==> src/rtl/if_fetch_pkg.sv <==
// Shared types and constants for the instruction-fetch front end.
package if_fetch_pkg;

  typedef enum logic [2:0] {
    IDLE,
    REQ,
    WAIT,
    CAPT,
    PULSE
  } if_state_e;

  localparam logic [7:0]  BOOT_OFFSET_DEFAULT = 8'h80;
  localparam logic [31:0] PC_INCR             = 32'd4;

endpackage

==> src/rtl/if_stage_in.sv <==
// Fetch front end: one outstanding req/gnt/rvalid transaction, captures the
// response into stable registers, then pulses out_en_o for the downstream latch.
module if_stage_in
  import if_fetch_pkg::*;
#(
  parameter int unsigned PULSE_LEN   = 1,  // legal range 1..4
  parameter logic [7:0]  BOOT_OFFSET = BOOT_OFFSET_DEFAULT
) (
  input  logic        clk_i,
  input  logic        rst_ni,
  input  logic        fetch_enable_i,
  input  logic        stall_i,
  input  logic [31:0] boot_addr_i,
  input  logic        branch_i,
  input  logic [31:0] branch_addr_i,
  output logic        instr_req_o,
  output logic [31:0] instr_addr_o,
  input  logic        instr_gnt_i,
  input  logic        instr_rvalid_i,
  input  logic [31:0] instr_rdata_i,
  input  logic        instr_err_i,
  output logic [31:0] instr_rdata_o,
  output logic [31:0] instr_pc_o,
  output logic        instr_err_o,
  output logic        out_en_o
);

  localparam logic [1:0] PULSE_LAST = 2'(PULSE_LEN - 1);

  // Handshake: instr_req_o/instr_addr_o rise together and stay constant until
  // the cycle instr_gnt_i is seen high; exactly one response (instr_rvalid_i)
  // is then accepted in WAIT. gnt outside REQ and rvalid outside WAIT are ignored.
  if_state_e   state_q;
  logic        booted_q;
  logic        discard_q;
  logic [31:0] fetch_addr_q;
  logic [31:0] fetch_addr_d;
  logic [31:0] issued_pc_q;
  logic [1:0]  pulse_cnt_q;

  logic        go;
  logic [31:0] branch_tgt;
  logic [31:0] boot_tgt;
  logic        unused_addr_bits;

  assign go               = fetch_enable_i & ~stall_i;
  assign branch_tgt       = {branch_addr_i[31:2], 2'b00};
  assign boot_tgt         = {boot_addr_i[31:8], BOOT_OFFSET};
  assign unused_addr_bits = ^{boot_addr_i[7:0], branch_addr_i[1:0]};

  // In REQ a set discard_q marks a pending redirect: fetch_addr_q already holds
  // the target, so the grant of the held wrong-path request must not bump it.
  always_comb begin
    fetch_addr_d = fetch_addr_q;
    if (state_q == IDLE && go && !booted_q) begin
      fetch_addr_d = boot_tgt;
    end else if (state_q == REQ && instr_gnt_i && !discard_q) begin
      fetch_addr_d = fetch_addr_q + PC_INCR;
    end
    if (branch_i) begin
      fetch_addr_d = branch_tgt;
    end
  end

  always_ff @(posedge clk_i or negedge rst_ni) begin
    if (!rst_ni) begin
      state_q       <= IDLE;
      booted_q      <= 1'b0;
      discard_q     <= 1'b0;
      fetch_addr_q  <= '0;
      issued_pc_q   <= '0;
      pulse_cnt_q   <= '0;
      instr_req_o   <= 1'b0;
      instr_addr_o  <= '0;
      instr_rdata_o <= '0;
      instr_pc_o    <= '0;
      instr_err_o   <= 1'b0;
      out_en_o      <= 1'b0;
    end else begin
      fetch_addr_q <= fetch_addr_d;
      case (state_q)
        IDLE: begin
          if (go) begin
            state_q      <= REQ;
            booted_q     <= 1'b1;
            instr_req_o  <= 1'b1;
            instr_addr_o <= fetch_addr_d;
          end
        end
        REQ: begin
          if (branch_i) discard_q <= 1'b1;
          if (instr_gnt_i) begin
            state_q     <= WAIT;
            instr_req_o <= 1'b0;
            issued_pc_q <= instr_addr_o;
          end
        end
        WAIT: begin
          if (instr_rvalid_i) begin
            if (discard_q || branch_i) begin
              discard_q <= 1'b0;
              if (go) begin
                state_q      <= REQ;
                instr_req_o  <= 1'b1;
                instr_addr_o <= fetch_addr_d;
              end else begin
                state_q <= IDLE;
              end
            end else begin
              state_q       <= CAPT;
              instr_rdata_o <= instr_rdata_i;
              instr_err_o   <= instr_err_i;
              instr_pc_o    <= issued_pc_q;
            end
          end else if (branch_i) begin
            discard_q <= 1'b1;
          end
        end
        CAPT: begin
          if (branch_i) begin
            state_q      <= REQ;
            instr_req_o  <= 1'b1;
            instr_addr_o <= fetch_addr_d;
          end else begin
            state_q     <= PULSE;
            out_en_o    <= 1'b1;
            pulse_cnt_q <= '0;
          end
        end
        PULSE: begin
          if (branch_i) begin
            state_q      <= REQ;
            out_en_o     <= 1'b0;
            instr_req_o  <= 1'b1;
            instr_addr_o <= fetch_addr_d;
          end else if (pulse_cnt_q == PULSE_LAST) begin
            out_en_o <= 1'b0;
            if (go) begin
              state_q      <= REQ;
              instr_req_o  <= 1'b1;
              instr_addr_o <= fetch_addr_d;
            end else begin
              state_q <= IDLE;
            end
          end else begin
            pulse_cnt_q <= pulse_cnt_q + 2'd1;
          end
        end
        default: state_q <= IDLE;
      endcase
    end
  end

  // Stray grants/responses must leave the transaction registers untouched.
  a_gnt_ignored : assert property (@(posedge clk_i) disable iff (!rst_ni)
    (state_q != REQ) |=> $stable(issued_pc_q));
  a_rvalid_ignored : assert property (@(posedge clk_i) disable iff (!rst_ni)
    (state_q != WAIT) |=> ($stable(instr_rdata_o) && $stable(instr_err_o)));

endmodule

==> config.mk <==
export PLATFORM = sky130hd
export DESIGN_NAME = if_stage_in
export DESIGN_NICKNAME = d
export VERILOG_FILES = /design/src/rtl/if_fetch_pkg.sv /design/src/rtl/if_stage_in.sv
export SDC_FILE = /design/constraint.sdc
export NUM_CORES = 1
export LEC_CHECK = 0
export BUFFER_PORTS_ARGS = -buffer_cell sky130_fd_sc_hd__buf_2
export CAP_MARGIN = 30
export CORE_ASPECT_RATIO = 1.4
export CORE_MARGIN = 2
export CORE_UTILIZATION = 45
export DETAILED_ROUTE_END_ITERATION = 10
export PLACE_DENSITY_LB_ADDON = 0.08
export SKIP_CTS_REPAIR_TIMING = 1
export SLEW_MARGIN = 20
export SYNTH_ARGS = -nofsm -noshare
export SYNTH_HDL_FRONTEND = slang
export SYNTH_SLANG_ARGS = --single-unit
==> constraint.sdc <==
create_clock -name clk_i -period 2.7 [get_ports clk_i]
set_clock_uncertainty 0.05 [all_clocks]
set_input_delay 0.135 -clock clk_i [delete_from_list [all_inputs] [get_ports clk_i]]
set_output_delay 0.135 -clock clk_i [all_outputs]
set_load 0.01 [all_outputs]
==> metrics.txt <==
clock net sink count 170; Hold Path Class input port to flip-flop; reg2reg end instr_addr_o[8]; setup TNS 0 ns; Post-synth EDFFs 0; Pins Over Slew Limit 0; critical path class flip-flop to flip-flop; WL per Instance 18.1 um; post-synth top area cell dfrtp_1; Die Area 18,700 sq um; Power Density 911 nW/um^2; FP Rows 57; Antenna diodes 0; Antenna Nets Post-Route 0; first-pass iteration count of the detailed router 5; Initial Utilization 45.8%; synthesized net count 858; Critical path origin state_q[2]; crit start category flip-flop; fin crit period 2.54 ns; Async SR Flop Fraction 100%; fin cells 1,273; Reg2Reg Launch Point state_q[2]; vias in the first global route 6,768; Synth Instances 752; outcome complete, but fails checks; Final Setup Violations 0; post-synth top area share 53.6%; pre-CTS WS 0.121 ns; I/O pins 203; sequential area share after synthesis 53.6%; Clock Path Buffers 2; CTS clk-pin slew, worst paths 0.07 ns; mean post-synth cell area 10.5 sq um; Worst IR Drop VDD 534 uV; synthesized flop and latch total 170; WP data required 3.01 ns; global-route usage over all layers 24.6%; fin nets 1,131; Critical Path AT 2.85 ns; CTS Buf Count 17; Final Cycle Share 94.1%; die width 116 um; synthesized area 7930 sq um; Netlist cell types 67; placed cells 1,174; Worst Max-Slew Pin Slew 0.631 ns; first-pass GRT wire length 35,200 um; WHS -0.0239 ns; Placement Cell Area 9330 sq um; setup ws final 0.159 ns; GR Overflow Total 0; Port Buffers 192; Worst R2R Setup Slack 0.16 ns; ratio of cells with drive above 1 in the final layout 33.6%; Chip Height 161 um; H-tree Lvls 4; endpoints failing hold 2; Root Driver clkbuf_16; initial DRC count 472; Layout area overhead 33.6%; Worst Setup EP instr_addr_o[8]; Main synth FF type dfrtp_1; leakage power 5.34 nW; CP Max Fanout 15; Via density 5.42; Setup crit end kind flip-flop; vias 6,901; dpl hpwl 16,400 um; Synth Warn # 0; cell count of the worst reg-to-reg path 7; Peak Freq 394 MHz; Final GP Congestion 0.913; max_cap viols 0; Post-Layout Inst Area 10,600 sq um; Core Area 17,300 sq um; RSZ-0062 raised after global routing false; DRC violations left 0; pin count of the biggest net entering global routing 64; TritonCTS clock tree built; top cells by area in the synthesized netlist dfrtp_1 (54%), mux2_2 (9.4%), nand2_1 (7.3%); Routed Wire Length 23,100 um; failing checks hold timing; initial antenna violation count 0; worst-skew pair later-pin latency 0.42 ns; Slew headroom 57.6%
[synthesized netlist by cell type, drive strengths merged (2+ instances only)]
| library cell | n |
|---|---|
| nor4b | 2 |
| a211oi | 5 |
| nand3 | 17 |
| clkbuf | 27 |
| a21oi | 29 |
| a32o | 10 |
| xor2 | 7 |
| a2bb2oi | 2 |
| mux2i | 8 |
| and3 | 13 |
| or3 | 4 |
| o21a | 3 |
| nand2b | 7 |
| and4 | 3 |
| a22o | 12 |
| xnor2 | 10 |
| or4 | 5 |
| buf | 16 |
| a22oi | 5 |
| nor2 | 34 |
| and2 | 4 |
| o31ai | 5 |
| nor4 | 7 |
| nor2b | 4 |
| nand2 | 156 |
| nand3b | 2 |
| inv | 9 |
| o21ai | 39 |
| o41ai | 2 |
| ha | 2 |
| o211ai | 4 |
| mux2 | 66 |
| o31a | 2 |
| dfrtp | 170 |
| nor3 | 17 |
| a21o | 11 |
| nand4 | 9 |
| o221ai | 4 |
| a221o | 4 |
[power by group]
group | leakage [nW] | switching [W] | internal [W]
combinational | 2.86 | 0.00175 | 0.00151
sequential | 2.19 | 0.000580 | 0.00339
clock | 0.280 | 0.00111 | 0.00131
[worst min-delay path by stage]
| stage | start | endpoint | slack (ns) | cells past startpoint |
|---|---|---|---|---|
| finish | branch_addr_i[2] | fetch_addr_q[2] | -0.02 | 3 |
| global route | branch_addr_i[5] | fetch_addr_q[5] | 0.002 | 3 |
| CTS | rst_ni | instr_rdata_o[22] | -0.37 | 1 |
| detailed placement | rst_ni | instr_rdata_o[22] | 0.09 | 1 |
| global placement | rst_ni | instr_rdata_o[25] | 0.07 | 1 |
| floorplan | rst_ni | booted_q | -0.21 | 0 |
[state kept, by name, indices dropped and copies added (netlist names)]
| register | count |
|---|---|
| booted_q | 1 |
| discard_q | 1 |
| fetch_addr_q | 32 |
| instr_addr_o | 32 |
| instr_err_o | 1 |
| instr_pc_o | 32 |
| instr_rdata_o | 32 |
| instr_req_o | 1 |
| issued_pc_q | 32 |
| out_en_o | 1 |
| pulse_cnt_q | 2 |
| state_q | 3 |
[layout make-up]
| class | count | area [sq um] |
|---|---|---|
| timing repair buffer | 297 | 1960 |
| clock inverter | 14 | 154 |
| multi-input combinational | 530 | 3470 |
| tap | 236 | 295 |
| clock buffer | 17 | 425 |
| fill | 1522 | 6740 |
| sequential | 170 | 4250 |
| inverter | 9 | 33.8 |
[logic make-up (layout without fill, tap and decap cells)]
logic type | Yosys count | after routing | synth area share (%)
AOI/OAI and AO/OA | 148 | 148 | 13.2
xor gates and xnor gates | 17 | 17 | 1.88
adders and majority gates | 2 | 2 | 0.316
buffers and inverters | 52 | 337 | 2.75
DFF | 170 | 170 | 53.6
muxes | 74 | 74 | 10.4
and+or+nand+nor | 289 | 289 | 17.8
[worst max-delay path: stages (launching register included)]
cell	delay, ns
dfrtp_1	0.37
buf_4	0.18
or4_4	0.50
or2_1	0.35
and4_1	0.25
or4_4	0.48
nor3_2	0.18
a221o_1	0.12
[through the flow]
step	power [W]	util [%]
3_3_place_gp	0.00709	53.8
2_1_floorplan	0.00576	-
3_5_place_dp	0.00721	53.8
6_report	0.00965	61.1
4_1_cts	0.00964	57.2
5_1_grt	0.0103	61.1
[routing by layer]
layer  up-vias  GRT usage, %  share of wire (%)
li1       3233             -                  -
met1      3354          30.6                 39
met2       268          41.3                 52
met3        46          5.55                6.3
met4         0          9.52                3.0
met5         -             0                  0
[placed cells by master (no fill, tap or decap), drive strengths merged, types with 8 or more instances in the layout]
cell         netlist  layout
a21o              11      11
o21ai             39      39
and3              13      13
mux2              66      66
dfrtp            170     170
nor3              17      17
a32o              10      10
nand4              9       9
clkbuf            27      17
a21oi             29      29
a22o              12      12
xnor2             10      10
nor2              34      34
nand2            156     156
buf               16     229
mux2i              8       8
dlygate4sd3        0      68
inv                9      17
nand3             17      17
Note: power is estimated with default switching activity, not from simulation.
